<file path="config.mk">
export PLATFORM = sky130hd
export DESIGN_NAME = csp_channel_receiver_flat
export DESIGN_NICKNAME = d
export VERILOG_FILES = /design/src/rtl/csp_channel_pkg.sv /design/src/rtl/csp_channel_receiver_if.sv /design/src/rtl/csp_sync_fifo.sv /design/src/rtl/csp_channel_receiver.sv /design/src/flat_wrapper.sv
export SDC_FILE = /design/constraint.sdc
export NUM_CORES = 1
export LEC_CHECK = 0
export CAP_MARGIN = 20
export CORE_MARGIN = 5
export CORE_UTILIZATION = 50
export DETAILED_ROUTE_END_ITERATION = 7
export PLACE_DENSITY = 0.79
export SLEW_MARGIN = 20
export SYNTH_ARGS = -nofsm -noshare
export SYNTH_HDL_FRONTEND = slang
export SYNTH_SLANG_ARGS = --single-unit
export TNS_END_PERCENT = 10
</file>
<file path="constraint.sdc">
create_clock -name CLK -period 2.8 [get_ports CLK]
set_clock_uncertainty 0.15 [all_clocks]
set_input_delay 0.56 -clock CLK [delete_from_list [all_inputs] [get_ports CLK]]
set_output_delay 0.56 -clock CLK [all_outputs]
set_load 0.02 [all_outputs]
</file>
<file path="src/rtl/csp_channel_pkg.sv">
// Shared definitions for the CSP four-phase channel blocks (receiver and
// transmitter). The channel word is signed: MSB set means "neutral" (no
// token), MSB clear means a valid token whose payload is the lower bits.
package csp_channel_pkg;

    // Handshake phase of a channel consumer.
    //   S_NEUTRAL : enable low, waiting to observe neutral before requesting
    //   S_REQ     : enable high, waiting for a valid token
    //   S_RELEASE : enable low, waiting for the producer to return to neutral
    typedef enum logic [1:0] {
        S_NEUTRAL = 2'd0,
        S_REQ     = 2'd1,
        S_RELEASE = 2'd2
    } csp_state_t;

    // Canonical neutral word; cast to the channel width at the point of use
    // (all ones, i.e. -1).
    localparam int NEUTRAL = -1;

endpackage

</file>
<file path="src/rtl/csp_channel_receiver_if.sv">
// Signal bundle between a CSP channel receiver and its environment.
// Handshakes carried here:
//   channel side : four-phase. The receiver raises L_enable, the producer
//                  presents a token (L_data >= 0), the receiver drops
//                  L_enable, the producer returns L_data to neutral (< 0).
//                  At most one token is outstanding.
//   output side  : valid/ready. A transfer happens on every clock edge where
//                  out_valid and out_ready are both high; out_valid never
//                  depends on out_ready and out_data is stable while
//                  out_valid is high and not yet accepted.
interface csp_channel_receiver_if
    import csp_channel_pkg::*;
#(
    parameter int BIT_WIDTH = 1
);
    logic signed [BIT_WIDTH:0] L_data;
    logic                      L_enable;
    logic [BIT_WIDTH-1:0]      out_data;
    logic                      out_valid;
    logic                      out_ready;
    logic [31:0]               num_toks;
    logic                      proto_err;
    csp_state_t                dbg_state;

    // Environment side: producer of channel words and consumer of outputs.
    modport master (
        output L_data,
        output out_ready,
        input  L_enable,
        input  out_data,
        input  out_valid,
        input  num_toks,
        input  proto_err,
        input  dbg_state
    );

    // Receiver side.
    modport slave (
        input  L_data,
        input  out_ready,
        output L_enable,
        output out_data,
        output out_valid,
        output num_toks,
        output proto_err,
        output dbg_state
    );
endinterface

</file>
<file path="src/rtl/csp_sync_fifo.sv">
// Single-clock circular-buffer FIFO with a registered head. The head register
// always holds the oldest entry, so dout has no combinational path from din,
// and it keeps its last value once the FIFO drains. Push and pop in the same
// cycle are legal at any fill level, including full and empty.
module csp_sync_fifo #(
    parameter int  WIDTH = 1,
    parameter int  DEPTH = 4,
    localparam int CNT_W = $clog2(DEPTH + 1)
) (
    input  logic             clk,
    input  logic             rst,
    input  logic             push,
    input  logic [WIDTH-1:0] din,
    input  logic             ready,
    output logic             valid,
    output logic [WIDTH-1:0] dout,
    output logic [CNT_W-1:0] count,
    output logic             pop
);
    localparam int PTR_W = (DEPTH > 1) ? $clog2(DEPTH) : 1;

    logic [WIDTH-1:0] mem [DEPTH];
    logic [PTR_W-1:0] rd_ptr;
    logic [PTR_W-1:0] wr_ptr;
    logic [CNT_W-1:0] cnt;
    logic [WIDTH-1:0] head;
    logic [WIDTH-1:0] head_nxt;

    function automatic logic [PTR_W-1:0] ptr_inc(input logic [PTR_W-1:0] p);
        return (p == PTR_W'(DEPTH - 1)) ? '0 : p + PTR_W'(1);
    endfunction

    // A pop request on an empty FIFO is simply ignored.
    assign pop   = (cnt != '0) && ready;
    assign valid = (cnt != '0);
    assign dout  = head;
    assign count = cnt;

    // Storage write; entries need no reset because cnt gates their use.
    always_ff @(posedge clk) begin
        if (push) begin
            mem[wr_ptr] <= din;
        end
    end

    // Pointers and occupancy count.
    always_ff @(posedge clk) begin
        if (rst) begin
            rd_ptr <= '0;
            wr_ptr <= '0;
            cnt    <= '0;
        end else begin
            if (push) begin
                wr_ptr <= ptr_inc(wr_ptr);
            end
            if (pop) begin
                rd_ptr <= ptr_inc(rd_ptr);
            end
            case ({push, pop})
                2'b10:   cnt <= cnt + CNT_W'(1);
                2'b01:   cnt <= cnt - CNT_W'(1);
                default: cnt <= cnt;
            endcase
        end
    end

    // Next head: the entry behind the current head on a pop, or the incoming
    // word when it becomes the only entry; otherwise hold.
    always_comb begin
        head_nxt = head;
        if (pop) begin
            if (cnt > CNT_W'(1)) begin
                head_nxt = mem[ptr_inc(rd_ptr)];
            end else if (push) begin
                head_nxt = din;
            end
        end else if ((cnt == '0) && push) begin
            head_nxt = din;
        end
    end

    // Head register.
    always_ff @(posedge clk) begin
        if (rst) begin
            head <= '0;
        end else begin
            head <= head_nxt;
        end
    end
endmodule

</file>
<file path="src/rtl/csp_channel_receiver.sv">
// CSP channel receiver: consumes tokens from a four-phase signed channel and
// queues their payloads in a FIFO for a valid/ready consumer. A FIFO slot is
// reserved before L_enable is raised, so the FIFO can never overflow.
// DEPTH is expected in 2..64; BIT_WIDTH must match the interface instance.
module csp_channel_receiver
    import csp_channel_pkg::*;
#(
    parameter int BIT_WIDTH = 1,
    parameter int DEPTH     = 4
) (
    input  logic                  CLK,
    input  logic                  RESET,
    csp_channel_receiver_if.slave bus
);
    localparam int CNT_W = $clog2(DEPTH + 1);

    csp_state_t       state_q;
    csp_state_t       state_nxt;
    logic             neutral_in;
    logic             push;
    logic             pop;
    logic             space_ok;
    logic [CNT_W-1:0] fifo_count;
    logic             en_q;
    logic             seen_neutral_q;
    logic             proto_err_q;
    logic [31:0]      num_toks_q;

    // Sign bit of the channel word: set means neutral.
    assign neutral_in = bus.L_data[BIT_WIDTH];

    // Room for one more token once this cycle's pop (if any) has happened.
    assign space_ok = (fifo_count < CNT_W'(DEPTH)) || pop;

    // Next-state and push decode.
    always_comb begin
        state_nxt = state_q;
        push      = 1'b0;
        unique case (state_q)
            S_NEUTRAL: begin
                if (neutral_in && space_ok) begin
                    state_nxt = S_REQ;
                end
            end
            S_REQ: begin
                if (!neutral_in) begin
                    push      = 1'b1;
                    state_nxt = S_RELEASE;
                end
            end
            S_RELEASE: begin
                if (neutral_in) begin
                    state_nxt = S_NEUTRAL;
                end
            end
            default: state_nxt = S_NEUTRAL;
        endcase
    end

    // State register and registered enable (high exactly while in S_REQ).
    always_ff @(posedge CLK) begin
        if (RESET) begin
            state_q <= S_NEUTRAL;
            en_q    <= 1'b0;
        end else begin
            state_q <= state_nxt;
            en_q    <= (state_nxt == S_REQ);
        end
    end

    // Protocol monitor: a token showing up in S_NEUTRAL is only an error once
    // a neutral word has been seen since reset, so a token still lingering on
    // the wire right after reset is tolerated.
    always_ff @(posedge CLK) begin
        if (RESET) begin
            seen_neutral_q <= 1'b0;
            proto_err_q    <= 1'b0;
        end else begin
            seen_neutral_q <= seen_neutral_q || neutral_in;
            if ((state_q == S_NEUTRAL) && !neutral_in && seen_neutral_q) begin
                proto_err_q <= 1'b1;
            end
        end
    end

    // Captured-token counter, wraps modulo 2^32.
    always_ff @(posedge CLK) begin
        if (RESET) begin
            num_toks_q <= '0;
        end else if (push) begin
            num_toks_q <= num_toks_q + 32'd1;
        end
    end

    csp_sync_fifo #(
        .WIDTH (BIT_WIDTH),
        .DEPTH (DEPTH)
    ) u_fifo (
        .clk   (CLK),
        .rst   (RESET),
        .push  (push),
        .din   (bus.L_data[BIT_WIDTH-1:0]),
        .ready (bus.out_ready),
        .valid (bus.out_valid),
        .dout  (bus.out_data),
        .count (fifo_count),
        .pop   (pop)
    );

    assign bus.L_enable  = en_q;
    assign bus.num_toks  = num_toks_q;
    assign bus.proto_err = proto_err_q;
    assign bus.dbg_state = state_q;
endmodule
</file>
<file path="src/flat_wrapper.sv">
// flat-port wrapper written by rule: the top's interface ports become plain ports
module csp_channel_receiver_flat import csp_channel_pkg::*;
#(
    parameter int BIT_WIDTH = 1,
    parameter int DEPTH     = 4
)
  (CLK, RESET, bus_L_data, bus_out_ready, bus_L_enable, bus_out_data, bus_out_valid, bus_num_toks, bus_proto_err, bus_dbg_state);
  csp_channel_receiver_if #(.BIT_WIDTH(BIT_WIDTH)) bus_i ();
  input  logic CLK;
  input  logic RESET;
  input wire logic [$bits(bus_i.L_data)-1:0] bus_L_data;
  input wire logic [$bits(bus_i.out_ready)-1:0] bus_out_ready;
  output wire logic [$bits(bus_i.L_enable)-1:0] bus_L_enable;
  output wire logic [$bits(bus_i.out_data)-1:0] bus_out_data;
  output wire logic [$bits(bus_i.out_valid)-1:0] bus_out_valid;
  output wire logic [$bits(bus_i.num_toks)-1:0] bus_num_toks;
  output wire logic [$bits(bus_i.proto_err)-1:0] bus_proto_err;
  output wire logic [$bits(bus_i.dbg_state)-1:0] bus_dbg_state;
  assign bus_i.L_data = bus_L_data;
  assign bus_i.out_ready = bus_out_ready;
  assign bus_L_enable = bus_i.L_enable;
  assign bus_out_data = bus_i.out_data;
  assign bus_out_valid = bus_i.out_valid;
  assign bus_num_toks = bus_i.num_toks;
  assign bus_proto_err = bus_i.proto_err;
  assign bus_dbg_state = bus_i.dbg_state;
  csp_channel_receiver #(.BIT_WIDTH(BIT_WIDTH), .DEPTH(DEPTH)) u_core (.CLK(CLK), .RESET(RESET), .bus(bus_i));
endmodule
</file>
# Yosys cells after proc, flatten, opt, wreduce, memory -nomap -nowiden
# Memory sizes are Yosys's and may differ from the RTL's.
# Cells that the tools add are included.
op_classes:
  addsub: 5
  magnitude_cmp: 2
  eq_ne: 8
  n_mux: 15
  reduce_logical: 14
ops:
  columns: ["cell", "n"]
  rows:
  - ["adder 32 x 1 -> 32 bit (second input constant)", 1]
  - ["two-way mux 2 bit", 5]
  - ["== test 2 bit (second input constant)", 4]
  - ["two-way mux 1 bit", 8]
  - ["== test 2 x 1 -> 1 bit (second input constant)", 3]
  - ["case mux 2 bit (3 select lines)", 1]
  - ["case mux 3 bit (2 select lines)", 1]
  - ["logical AND 1 bit", 5]
  - ["adder 2 x 1 -> 2 bit (second input constant)", 2]
  - ["nonzero test 2 bit", 2]
  - ["adder 3 x 1 -> 3 bit (second input constant)", 1]
  - ["> comparator 3 x 1 -> 1 bit (second input constant)", 1]
  - ["zero test 3 bit", 1]
  - ["< comparator 3 bit (second input constant)", 1]
  - ["!= test 3 bit (second input constant)", 1]
  - ["nonzero test 3 bit", 1]
  - ["subtractor 3 x 1 -> 3 bit (second input constant)", 1]
  - ["zero test 2 bit", 1]
  - ["logical OR 1 bit", 2]
  - ["AND reduction 2 bit", 1]
  - ["zero test 1 bit", 1]
word_totals:
  register_bits: 45
  mem_bits_rw: 4
  elab_cells: 54
  mem_count: 1
mem_list:
  columns: ["memory", "depth", "word_bits", "rd", "rd_clocked_by_memory_dff", "write_ports", "line_no", "source"]
  rows:
  - ["u_core.u_fifo.mem", 4, 1, 1, 0, 1, "csp_sync_fifo.sv:22", "logic [WIDTH-1:0] mem [DEPTH];"]

# Longest topological paths before layout
depth:
  ltp_word: 7
  mapped_depth: 9
  depth_no_buf: 9

# By module
# A second synthesis with hierarchy kept.
unflattened:
  cells_unflattened: 261
  area_unflattened_um2: 2388.5
modules_own_cells:
  columns: ["mod", "n_inst", "cells_per_inst", "area_each_um2"]
  rows:
  - ["csp_channel_receiver", 1, 193, 1695.4]
  - ["csp_sync_fifo", 1, 68, 693.2]

# Worst setup path after synthesis
# No wires, ideal clock.
synth_path:
  path_kind: "input port to flip-flop"
  startpoint: "input port bus_L_data[1]"
  endpoint: "register u_core.num_toks_q[30] (netlist: u_core.bus.num_toks[30])"
  setup_time_ps: 121
  t_arrival_ps: 2139
  slack_ps: 390
  cell_stages: 6
  n_path_buf: 2
  path_cell_list: "nand4bb_1 -> buf_2 -> or4_1 -> clkbuf_1 -> nor3_1 -> mux2_2"
synth_between:
  elab_chain_len: 2
synth_rtl:
  columns: ["item", "line_no", "source"]
  rows:
  - ["start: declaration", "flat_wrapper.sv:11", "input wire logic [$bits(bus_i.L_data)-1:0] bus_L_data;"]
  - ["two-way mux 1 bit", "csp_channel_receiver.sv:46", "if (!neutral_in) begin"]
  - ["two-way mux 1 bit", "csp_channel_receiver.sv:39", "unique case (state_q)"]
  - ["end signal: assignment", "csp_channel_receiver.sv:91", "num_toks_q <= num_toks_q + 32'd1;"]
  - ["end: declaration", "csp_channel_receiver.sv:27", "logic [31:0] num_toks_q;"]
# No other way between the ends.
# A chain may end at the register's enable or synchronous reset.

# Final worst setup path
layout_path:
  startpoint: "input port bus_L_data[1]"
  endpoint: "register u_core.num_toks_q[28] (netlist: u_core.bus.num_toks[28])"
# The elaborated chain is that of the path after synthesis.

==> run_results.csv <==
group,metric,value,unit
cts,postCtsHoldBufs,0,
cts,clk_pin_slew,0.09,ns
yosys,yosys_warnings,0,
run_status,outcome,"finished clean",
finish,antenna-diode-count,0,
finish,final_cell_mix,"45 x sky130_fd_sc_hd__dfxtp_1, 42 x sky130_fd_sc_hd__clkdlybuf4s50_1, 27 x sky130_fd_sc_hd__nor2_1, 21 x sky130_fd_sc_hd__a21oi_1, 19 x sky130_fd_sc_hd__nand2_1",
finish,synthToLayoutAreaGrowth,26.73,%
yosys,synth_cell_types,34,
setup_path,cp_cell_sequence,"clkdlybuf4s50_1 -> nand4bb_1 -> or4_1 -> nor4_1 -> mux2_2",
yosys,total_nets_after_synthesis,283,
sta,period_share,95.30,%
floorplan,chipWidth,78.55,um
routing,drt.antenna.violating_nets,0,
cts,worstSkewPairLatency,0.30,ns
worst_hold_path,hold_class,"flip-flop to flip-flop",
floorplan,design.core.area,4629,sq um
global_route,grt_start_max_net_pins,17,
global_route,antenna_found_initial,0,
setup_path,worst_setup_path_end_kind,"flip-flop",
placement,detailed_place_hpwl,3.716,mm
setup_path,cpMaxStageDelayCell,"sky130_fd_sc_hd__or4_1",
yosys,synthCells,268,
global_route,grt_pass1_wl,8.521,mm
floorplan,design.die.area,6170,sq um
sta,finalHoldWorstSlack,0.3178,ns
global_route,grt.total_usage,16.85,%
sta,finalSetupViolations,0,
floorplan,io-pin-count,43,
setup_path,worst_r2r_startpoint,"u_core.bus.num_toks[3]",
finish,final_net_count,334,
sta,report.final.slew_viol_count,0,
global_route,first_global_vias,1842,
pwr,total_leakage_power,0.9923,nW
yosys,synth_seq_cells,49,
cts,post-cts-setup-buffers,0,
cts,clock-root-buffer,"sky130_fd_sc_hd__clkbuf_8",
floorplan,fp.dieH,78.55,um
sta,timing_worst_slew_pin_value,0.5423,ns
global_route,gr-total-overflow,0,
setup_path,critical_path_arrival,2.71,ns
setup_path,worst_setup_path_start_kind,"primary input",
yosys,synthDominantCellAreaShare,38.34,%
placement,placed_area,2888,sq um
pwr,vdd_ir_drop_max,0.2586,mV
routing,detail_route.drc_violations,0,
floorplan,rows,25,
placement,placed_cells_incl_taps,366,
setup_path,rr_endpoint,"u_core.bus.num_toks[28]",
finish,fin_cells,374,
setup_path,setup.reg_to_reg.worst_slack,0.37,ns
routing,drt-met1-wl,2.413,mm
sta,achievable-frequency,374.7,MHz
routing,wl_per_cell,13.43,um
sta,grt_setup_unrepaired,"false",
cts,resized_gates_after_cts,0,
routing,drt_pass1_iterations,4,
setup_path,critical_path.top_delay_family,"simple AND/OR/NAND/NOR gates",
routing,routed_via_density,5.548,
setup_path,r2r.worst_path.cells,4,
cts,cts_made_buffers,5,
finish,finish.instance_area,2978,sq um
routing,initialDrtViolationCount,184,
flow_run,max_cap_viol_count,0,
finish,post_route_cells_drive_above_1_share,8.438,%
sta,final_period_minus_worst_setup_slack,2.668,ns
setup_path,cp_slowest_stage_delay,0.70,ns
floorplan,starting_utilization_of_the_core_area,50.76,%
routing,met2RoutedLength,2.361,mm
cts,cts.htree.levels,2,
setup_path,critical_path_buf_inv_count,1,
cts,clk_path_buf_depth,2,
routing,amount_of_wire_on_met3_after_detailed_routing,175,um
cts,tritoncts,"done",
yosys,synth.yosys.seq_area_share,43.45,%
placement,gp_weighted_congestion,0.8095,
routing,num_vias,2075,
setup_path,worst-path-max-fanout,9,
pwr,power.density,492.0,nW/um^2
setup_path,worstSetupPathType,"primary input to flip-flop",
yosys,syn-mean-instance-area,8.768,sq um
yosys,synthDominantAreaCellType,"sky130_fd_sc_hd__dfxtp_1",
yosys,synth_area,2350,sq um
worst_hold_path,holdPathStages,2,
placement,io_buffer_count,42,
sta,hold_violations,0,
setup_path,timing.critical_path.required,2.84,ns
worst_hold_path,hold_path_startpoint,"u_core.u_fifo.rd_ptr[1]",
worst_hold_path,timing.hold.worst_endpoint,"u_core.u_fifo.rd_ptr[1]",
routing,routed.top_layer,"met4",
finish,layout.cells.most_common,"sky130_fd_sc_hd__dfxtp_1",
cts,cts_num_sinks,49,
routing,postRouteWirelength,5.024,mm
sta,slew_headroom,63.73,%
yosys,dominant_cells_by_area_after_synthesis,"sky130_fd_sc_hd__dfxtp_1 38%, sky130_fd_sc_hd__ha_1 5.3%, sky130_fd_sc_hd__edfxtp_1 5.1%",
==> state kept, by name, summed over array words and instances (netlist names) <==
name and cells:
u_core.u_fifo.mem 4, u_core.bus.dbg_state 2, u_core.u_fifo.rd_ptr 2, u_core.bus.proto_err 1
u_core.bus.num_toks 32, u_core.u_fifo.dout 1, u_core.bus.L_enable 1, u_core.u_fifo.wr_ptr 2
u_core.u_fifo.count 3, u_core.seen_neutral_q 1
==> per-stage QoR <==
step	power, mW	worst slack [ns]	setup TNS [ns]	util (%)
4_1_cts	1.480	0.1618	0	64.32
3_3_place_gp	1.050	-0.07230	-0.07857	62.38
3_5_place_dp	1.059	-0.1445	-0.6012	62.38
6_report	1.465	0.1315	0	64.32
2_1_floorplan	0.9672	0.3899	0	-
5_1_grt	1.535	0.02839	0	64.32
==> synth_stat cells <==
cell type and number:
sky130_fd_sc_hd__dfxtp_1 45, sky130_fd_sc_hd__nand2b_1 1, sky130_fd_sc_hd__or2_2 2, sky130_fd_sc_hd__nor3_1 8, sky130_fd_sc_hd__nor4bb_1 1, sky130_fd_sc_hd__mux4_2 1, sky130_fd_sc_hd__o31ai_1 8, sky130_fd_sc_hd__nor3b_1 1
sky130_fd_sc_hd__a31oi_1 3, sky130_fd_sc_hd__xor2_1 4, sky130_fd_sc_hd__mux2_2 6, sky130_fd_sc_hd__and2_1 5, sky130_fd_sc_hd__nand4_1 7, sky130_fd_sc_hd__edfxtp_1 4, sky130_fd_sc_hd__nor4_1 4, sky130_fd_sc_hd__a211oi_1 2
sky130_fd_sc_hd__a21oi_1 21, sky130_fd_sc_hd__buf_2 2, sky130_fd_sc_hd__or3_1 8, sky130_fd_sc_hd__nand2_1 19, sky130_fd_sc_hd__buf_1 3, sky130_fd_sc_hd__inv_1 16, sky130_fd_sc_hd__nand3_1 11, sky130_fd_sc_hd__ha_1 10
sky130_fd_sc_hd__and4_1 3, sky130_fd_sc_hd__clkbuf_1 5, sky130_fd_sc_hd__or4_1 14, sky130_fd_sc_hd__nand4bb_1 1, sky130_fd_sc_hd__o21ai_0 9, sky130_fd_sc_hd__mux2i_1 2, sky130_fd_sc_hd__nor2_1 27, sky130_fd_sc_hd__a21boi_0 1
sky130_fd_sc_hd__xnor2_1 9, sky130_fd_sc_hd__nor2b_1 5
==> layer usage <==
layer | vias to the layer above | global-route usage (%)
met5 | - | 0
met4 | 0 | 6.294
met3 | 7 | 2.752
met2 | 44 | 26.83
met1 | 966 | 22.85
li1 | 1058 | -
==> worst min-delay path, stage by stage (launching register included) <==
cell                      delay, ns
sky130_fd_sc_hd__dfxtp_1       0.32
sky130_fd_sc_hd__nand2_1       0.05
sky130_fd_sc_hd__a21oi_1       0.05
==> area by class of cell <==
cell class | count | area (sq um)
inverters | 16 | 60.06
clock buffers | 8 | 90.09
multi-input cells | 193 | 1229
flip-flops and latches | 49 | 1021
fillers | 400 | 1652
repair buffers | 54 | 510.5
well taps | 54 | 67.56
==> worst max path at each step <==
| stage | start | endpoint | slack (ns) | cells after the start |
|---|---|---|---|---|
| after global routing | bus_L_data[1] | u_core.bus.num_toks[28] | 0.03 | 5 |
| after CTS | bus_L_data[1] | u_core.bus.num_toks[28] | 0.16 | 5 |
| after floorplan | bus_L_data[1] | u_core.bus.num_toks[30] | 0.39 | 6 |
| after global placement | bus_L_data[1] | u_core.bus.num_toks[28] | -0.07 | 5 |
| final | bus_L_data[1] | u_core.bus.num_toks[28] | 0.13 | 5 |
| after detailed placement | bus_L_data[1] | u_core.bus.num_toks[28] | -0.14 | 5 |
==> cell families after synthesis <==
logic type                 after synthesis  synth area share (%)
muxes                                    9                 4.686
adders and majority gates               10                 5.325
AOI/OAI and AO/OA                       44                 10.70
xor gates and xnor gates                13                 4.846
buffers and inverters                   26                 4.260
DFF                                     49                 43.45
and+or+nand+nor                        117                 26.73
==> power breakdown <==
group          internal [mW]  total, mW  switching, mW
sequential             0.737      0.766         0.0282
combinational          0.126      0.275          0.149
clock                  0.202      0.424          0.222
total                   1.07       1.47          0.400
No activity file was read; power rests on OpenSTA's default activity.
